`src/rtl/fwd_hazard_unit.sv`:
```
// fwd_hazard_unit
//   Operand-forwarding and hazard-detection unit for the in-order core.
//   A shadow pipe of destination tags follows the DEPTH stages after ID
//   (stage 1 = EXE, 2 = MEM, 3 = WB with the default DEPTH). For each ID
//   source it picks the youngest in-flight producer, or the register file.
//   It stalls when that producer's data is not available yet: a load that
//   has not reached LOAD_STAGE, or any in-flight match when forwarding is off.
//
// Optional build macro: HAZARD_STATS_EN adds stall_cycles / fwd_hits counters.
//
// Ports
//   clk           in   clock, rising edge
//   rst           in   synchronous, active-high reset
//   fwd_en        in   0 = forwarding disabled, stall on any in-flight match
//   id_valid      in   valid instruction in ID
//   id_src        in   source regs, src i = [i*REG_AW +: REG_AW]
//   id_src_used   in   bit i = source i is actually read
//   id_dest       in   destination reg of the ID instruction
//   id_wb_en      in   ID instruction writes id_dest
//   id_is_load    in   ID instruction is a load
//   flush         in   branch-taken kill of the ID instruction
//   stall         out  hold IF/ID, insert a bubble into EXE
//   sel           out  per source: 0 = regfile, k = forward from stage k
//   stall_cycles  out  (HAZARD_STATS_EN) saturating count of stalled cycles
//   fwd_hits      out  (HAZARD_STATS_EN) saturating count of forwarded issues

module fwd_hazard_unit #(
    parameter int REG_AW     = 4,
    parameter int NUM_SRC    = 2,
    parameter int DEPTH      = 3,
    parameter int LOAD_STAGE = 2,
    localparam int SEL_W     = $clog2(DEPTH + 1)
) (
    input  logic                      clk,
    input  logic                      rst,
    input  logic                      fwd_en,
    input  logic                      id_valid,
    input  logic [NUM_SRC*REG_AW-1:0] id_src,
    input  logic [NUM_SRC-1:0]        id_src_used,
    input  logic [REG_AW-1:0]         id_dest,
    input  logic                      id_wb_en,
    input  logic                      id_is_load,
    input  logic                      flush,
    output logic                      stall,
    output logic [NUM_SRC*SEL_W-1:0]  sel
`ifdef HAZARD_STATS_EN
    ,
    output logic [31:0]               stall_cycles,
    output logic [31:0]               fwd_hits
`endif
);

    // Tag pipe: index k-1 holds stage k.
    logic [DEPTH-1:0]  vld_q, vld_d;
    logic [DEPTH-1:0]  wb_en_q, wb_en_d;
    logic [DEPTH-1:0]  is_load_q, is_load_d;
    logic [REG_AW-1:0] dest_q [DEPTH];
    logic [REG_AW-1:0] dest_d [DEPTH];

    logic [DEPTH-1:0]  match [NUM_SRC];
    int                ystage [NUM_SRC];
    logic              yload [NUM_SRC];
    logic [NUM_SRC-1:0] haz;
    logic              insert;

    always_comb begin
        for (int i = 0; i < NUM_SRC; i++) begin
            match[i]  = '0;
            ystage[i] = 0;
            yload[i]  = 1'b0;
            for (int k = 0; k < DEPTH; k++) begin
                match[i][k] = id_valid && id_src_used[i] && vld_q[k] && wb_en_q[k]
                              && (dest_q[k] == id_src[i*REG_AW +: REG_AW]);
            end
            // Walk oldest to youngest so the lowest matching stage wins.
            for (int k = DEPTH - 1; k >= 0; k--) begin
                if (match[i][k]) begin
                    ystage[i] = k + 1;
                    yload[i]  = is_load_q[k];
                end
            end
        end
    end

    always_comb begin
        haz = '0;
        sel = '0;
        for (int i = 0; i < NUM_SRC; i++) begin
            if (fwd_en) begin
                sel[i*SEL_W +: SEL_W] = SEL_W'(ystage[i]);
                haz[i] = (ystage[i] != 0) && yload[i] && (ystage[i] < LOAD_STAGE);
            end else begin
                haz[i] = |match[i];
            end
        end
        stall = (|haz) && !flush;
    end

    // The pipe always advances; a stall or flush only turns the insert into a bubble.
    assign insert = id_valid && !stall && !flush;

    always_comb begin
        vld_d[0]     = insert;
        wb_en_d[0]   = id_wb_en;
        is_load_d[0] = id_is_load;
        dest_d[0]    = id_dest;
        for (int k = 1; k < DEPTH; k++) begin
            vld_d[k]     = vld_q[k-1];
            wb_en_d[k]   = wb_en_q[k-1];
            is_load_d[k] = is_load_q[k-1];
            dest_d[k]    = dest_q[k-1];
        end
    end

    always_ff @(posedge clk) begin
        if (rst) begin
            vld_q     <= '0;
            wb_en_q   <= '0;
            is_load_q <= '0;
            for (int k = 0; k < DEPTH; k++) begin
                dest_q[k] <= '0;
            end
        end else begin
            vld_q     <= vld_d;
            wb_en_q   <= wb_en_d;
            is_load_q <= is_load_d;
            for (int k = 0; k < DEPTH; k++) begin
                dest_q[k] <= dest_d[k];
            end
        end
    end

`ifdef HAZARD_STATS_EN
    logic [31:0] stall_cycles_q, stall_cycles_d;
    logic [31:0] fwd_hits_q, fwd_hits_d;

    always_comb begin
        stall_cycles_d = stall_cycles_q;
        fwd_hits_d     = fwd_hits_q;
        if (stall && (stall_cycles_q != 32'hFFFF_FFFF)) begin
            stall_cycles_d = stall_cycles_q + 32'd1;
        end
        if (id_valid && !stall && (|sel) && (fwd_hits_q != 32'hFFFF_FFFF)) begin
            fwd_hits_d = fwd_hits_q + 32'd1;
        end
    end

    always_ff @(posedge clk) begin
        if (rst) begin
            stall_cycles_q <= '0;
            fwd_hits_q     <= '0;
        end else begin
            stall_cycles_q <= stall_cycles_d;
            fwd_hits_q     <= fwd_hits_d;
        end
    end

    assign stall_cycles = stall_cycles_q;
    assign fwd_hits     = fwd_hits_q;
`endif

endmodule

```
`config.mk`:
```
export PLATFORM = sky130hd
export DESIGN_NAME = fwd_hazard_unit
export DESIGN_NICKNAME = d
export VERILOG_FILES = /design/src/rtl/fwd_hazard_unit.sv
export SDC_FILE = /design/constraint.sdc
export NUM_CORES = 1
export LEC_CHECK = 0
export BUFFER_PORTS_ARGS = -buffer_cell sky130_fd_sc_hd__buf_2
export CAP_MARGIN = 20
export CORE_MARGIN = 2
export CORE_UTILIZATION = 40
export CTS_BUF_LIST = sky130_fd_sc_hd__clkbuf_2
export DETAILED_ROUTE_END_ITERATION = 7
export SYNTH_ARGS = -nofsm -noshare
export SYNTH_HDL_FRONTEND = slang
export SYNTH_SLANG_ARGS = --single-unit
```
`constraint.sdc`:
```
create_clock -name clk -period 4.7 [get_ports clk]
set_input_delay 0 -clock clk [delete_from_list [all_inputs] [get_ports clk]]
set_output_delay 0 -clock clk [all_outputs]
set_load 0.005 [all_outputs]
```
# Yosys cells after proc, flatten, opt, wreduce, memory -nomap -nowiden
# Memories as Yosys holds them, arrays and structs flattened.
# Cells that the tools add are included.
[totals]
regBits = 9
ram_bits = 12
out_inout_bits = 5
word_cells = 71
n_memories = 1
[memory_table]
columns = ["name", "words", "width", "read_ports", "rd_clocked_by_memory_dff", "wr", "line_no", "source"]
rows = [
  ["dest_q", 3, 4, 3, 0, 3, "57", "logic [REG_AW-1:0] dest_q [DEPTH];"],
]
[classes]
n_lt_le_gt_ge = 2
eq_ne = 6
muxes = 22
n_bitwise = 3
reduce_logical = 34
[ops]
columns = ["cell", "count"]
rows = [
  ["$mux W32", 4],
  ["$lt A32 B3 Y1 const B", 2],
  ["$reduce_bool A32 Y1", 2],
  ["$logic_and A1 B1 Y1", 27],
  ["$eq A4 B4 Y1", 6],
  ["$mux W4", 3],
  ["$mux W1", 11],
  ["$mux W2", 4],
  ["$reduce_or A3 Y1", 2],
  ["$or A1 B1 Y1", 3],
  ["$logic_not A1 Y1", 2],
  ["$reduce_or A2 Y1", 1],
]

# Depth between registers and ports, before layout
[depth]
word_depth = 16
ltp_mapped = 5
ltp_nobuf = 5

# Worst setup path before layout
# Ideal clock, no wire load.
[synth_path]
path_kind = "reg2reg"
from = "memory dest_q[2][3] (netlist: dest_q[0][11])"
to = "register vld_q[0]"
setup_time_ns = 0.116
arrival_time_ns = 1.396
path_slack_ns = 3.189
stages_incl_launch_ff = 6
n_path_buf = 0
path_cell_list = "dfxtp_1 -> xnor2_1 -> nand3_1 -> or4_4 -> a41o_1 -> and3_1"
[synth_rtl]
columns = ["element", "line_no", "source"]
rows = [
  ["start, declared", "57", ""],
  ["end signal, assigned", "124", "vld_q <= vld_d;"],
  ["end, declared", "54", "logic [DEPTH-1:0] vld_q, vld_d;"],
]

==> results.md <==
* RR Endpoint: vld_q[0]$_SDFF_PP0_
* Internal power at 0.000214 W
* Design Power at ~0.00028 W
* PostCTS Resize Cnt at 0
* First-pass GRT wire length at 2880 µm
* CP endpoint kind: primary output
* Final wirelength at between 1500 and 2000 µm
* GRT Total Usage at between 10% and 20%
* Hold Crit Start: flush
* CP arrival at approximately 1.9 ns
* Sequential share of power at roughly three fifths
* Via/cell ratio at around 4.8
* Syn-to-layout area delta at 26.6%
* Wirelength per Cell at about 11 µm
* Tmin final at 1.91 ns
* Share of total power in combinational logic at around 15%
* Clk sinks at 19
* Unique cell type count in the Yosys netlist at 21
* Clk buf depth at 2
* Ys async rst share at 0%
* Initial antenna violation count at 0
* DR vias at 737
* Worst Hold Depth at 3
* Largest net degree at the start of global routing at 20
* Fmax at ~520 MHz
* GP Congestion at 0.738
* Peak VDD IR at roughly 0.17 mV
* Peak fanout along the critical path at 3
* Detailed placement HPWL at about 1300 µm
* Worst R2R Start: dest_q[0][11]$_SDFF_PP0_
* Worst Hold End: vld_q[0]$_SDFF_PP0_
* Switching pwr at between 0.00006 and 0.00007 W
* Synthesis-stage register bit count at 19
* Row count at 17
* EDFF count, synth at 0
* Most common cell after layout, fill and taps aside: buf_2
* R2R cell count at 5
* Worst Path Required at approximately 4.7 ns
* Number of nets in the layout at 149
* Mean post-synth cell area at around 9.6 µm²
* H-tree Lvls at 1
* Initial drt markers at 8
* CORE AREA at 2150 µm²
* Highest-count cells in the layout ignoring fill and taps: 25 x buf_2, 19 x dfxtp_1, 18 x nor2b_1
* Mapped Nets at ~110
* Slowest cell on the critical path: or4_4
* Cell Area, Synth at 890 µm²
* Switching share of power at about a quarter
* Fin. Hold Viols at 0
* Warnings, synthesis at 0
* Number of global-route vias before repair at just under 700
* Power Density at between 200 and 300 nW/µm²
* IO buf count at 25
* Crit path cell chain: xnor2_1 -> nand3_1 -> or4_4 -> a41o_1 -> a21oi_1 -> buf_2
* Clk_skew at approximately 0.0011 ns
* Remaining DRCs at 0
* Setup Viol. Count Final at 0
* CTS buffer count at 3
* Final TNS setup at 0 ns
* Total I/O pin count at 26
* Relative slew slack at 67.4%
* Die width at just over 50 µm
* Max-Cap Viols at 0
* Post-route setup slack at around 2.8 ns
* Clock Root Buffer: clkbuf_2
* Clk_lat worst skew at slightly below 0.3 ns
* Final period util at a little over 40%
* Dpl cells at 145
* Chip height at 51.2 µm
* LEAKAGE at 0.461 nW
* Post-Place Setup Slack at slightly above 3 ns
* TritonCTS clock tree: built
* Setup crit start kind: flip-flop
* Main flop type after synthesis: dfxtp_1
* WS Path Type: reg2out
* Status: complete, no violations
* RSZ-0062 raised after global routing: false
* Seq/Total Area, Yosys at a little over two fifths
* Non-Filler Instances at roughly 160
* Min-Delay Path Class: in2reg
* Fraction of final layout cells sized beyond drive strength 1 at between 20 and 25%
* Synth Instances at just over 90
* Register-to-Register Setup Slack at around 3.1 ns
* Critical path buffers and inverters at 1
* # Post-CTS Setup Buffers at 0
* Die area at between 2000 and 3000 µm²
* Post-DRT Antenna Nets at 0
* Clock Power Share at about a quarter
* Delay-heaviest family, CP: simple AND/OR/NAND/NOR gates
* Worst Tran Pin Value at 0.485 ns
* Pre-antenna DRT Iters at 4
* Cts hold-fix bufs at 6
* Diode count at 0
* Starting Density at approximately two fifths
* Slew Viols, Final at 0
* CP peak stage delay at 0.53 ns
* GR Overflow Total at 0
* Reg clk slew, reported paths at ~0.16 ns
-- worst max path at each step --
stage                             start             endpoint  slack [ns]  cells past startpoint
2_1_floorplan  dest_q[0][11]$_SDFF_PP0_  vld_q[0]$_SDFF_PP0_        3.19                      5
3_3_place_gp   dest_q[0][11]$_SDFF_PP0_  vld_q[0]$_SDFF_PP0_        3.12                      5
4_1_cts        dest_q[0][11]$_SDFF_PP0_                stall        2.75                      6
6_report       dest_q[0][11]$_SDFF_PP0_                stall        2.79                      6
5_1_grt         dest_q[0][8]$_SDFF_PP0_                stall        2.61                      6
3_5_place_dp   dest_q[0][11]$_SDFF_PP0_  vld_q[0]$_SDFF_PP0_        3.11                      5
-- synthesized netlist by cell type (2+ instances only) --
cell	number	area share, %
a211oi_1	2	1.7
a21oi_1	2	1.1
dfxtp_1	19	43
nand2_1	6	2.5
nand3_1	5	2.8
nor2b_1	18	13
nor3_1	2	1.1
nor4_1	2	1.4
or4_1	2	1.7
or4_4	2	2.5
xnor2_1	15	15
xor2_1	9	8.9
-- per-stage QoR --
stage	hold slack (ns)	cell area [µm²]	utilization [%]
floorplan	0.0276	890	-
global placement	0.207	1050	48.7
detailed placement	0.212	1050	48.7
CTS	0.0159	1130	52.4
global route	0.0150	1130	52.4
finish	0.0354	1130	52.4
-- worst reg2reg max path: stages, from the launching register on --
cell and delay, ns:
dfxtp_1 0.39, xnor2_1 0.13, nand3_1 0.10, or4_4 0.53
a41o_1 0.23, and3_1 0.14
-- cells by family after synthesis --
kind of cell              synth area share [%]
buffers and inverters                    0.843
DFF                                       42.8
AOI/OAI and AO/OA                         5.35
xor gates and xnor gates                  23.6
and+or+nand+nor                           27.4
-- layer usage --
metal | vias to the layer above | global-route usage [%] | part of all wire (%)
met3 | 5 | 3.80 | 5.3
li1 | 383 | - | -
met4 | 0 | 8.11 | 2.1
met2 | 19 | 24.2 | 46
met1 | 330 | 18.1 | 47
met5 | - | 0 | 0
-- layout make-up --
type / instances / area (µm²)
fill: 215 / 1020
tap: 28 / 35.0
clock buffer: 4 / 20.0
multi-input combinational: 72 / 502
sequential: 19 / 380
inverter: 1 / 3.75
timing repair buffer: 31 / 185
-- state kept, by name, summed over array words and instances, names as in the netlist --
register	cells
dest_q	12
is_load_q	1
vld_q	3
wb_en_q	3
-- power groups by stage --
stage               Sequential (W)  Clock [W]  Combinational, W
finish                    0.000172  0.0000680         0.0000428
global route              0.000174  0.0000808         0.0000477
CTS                       0.000172  0.0000723         0.0000434
detailed placement        0.000176          0         0.0000394
global placement          0.000176          0         0.0000393
floorplan                 0.000175          0         0.0000228
No activity file was read; power rests on OpenSTA's default activity.
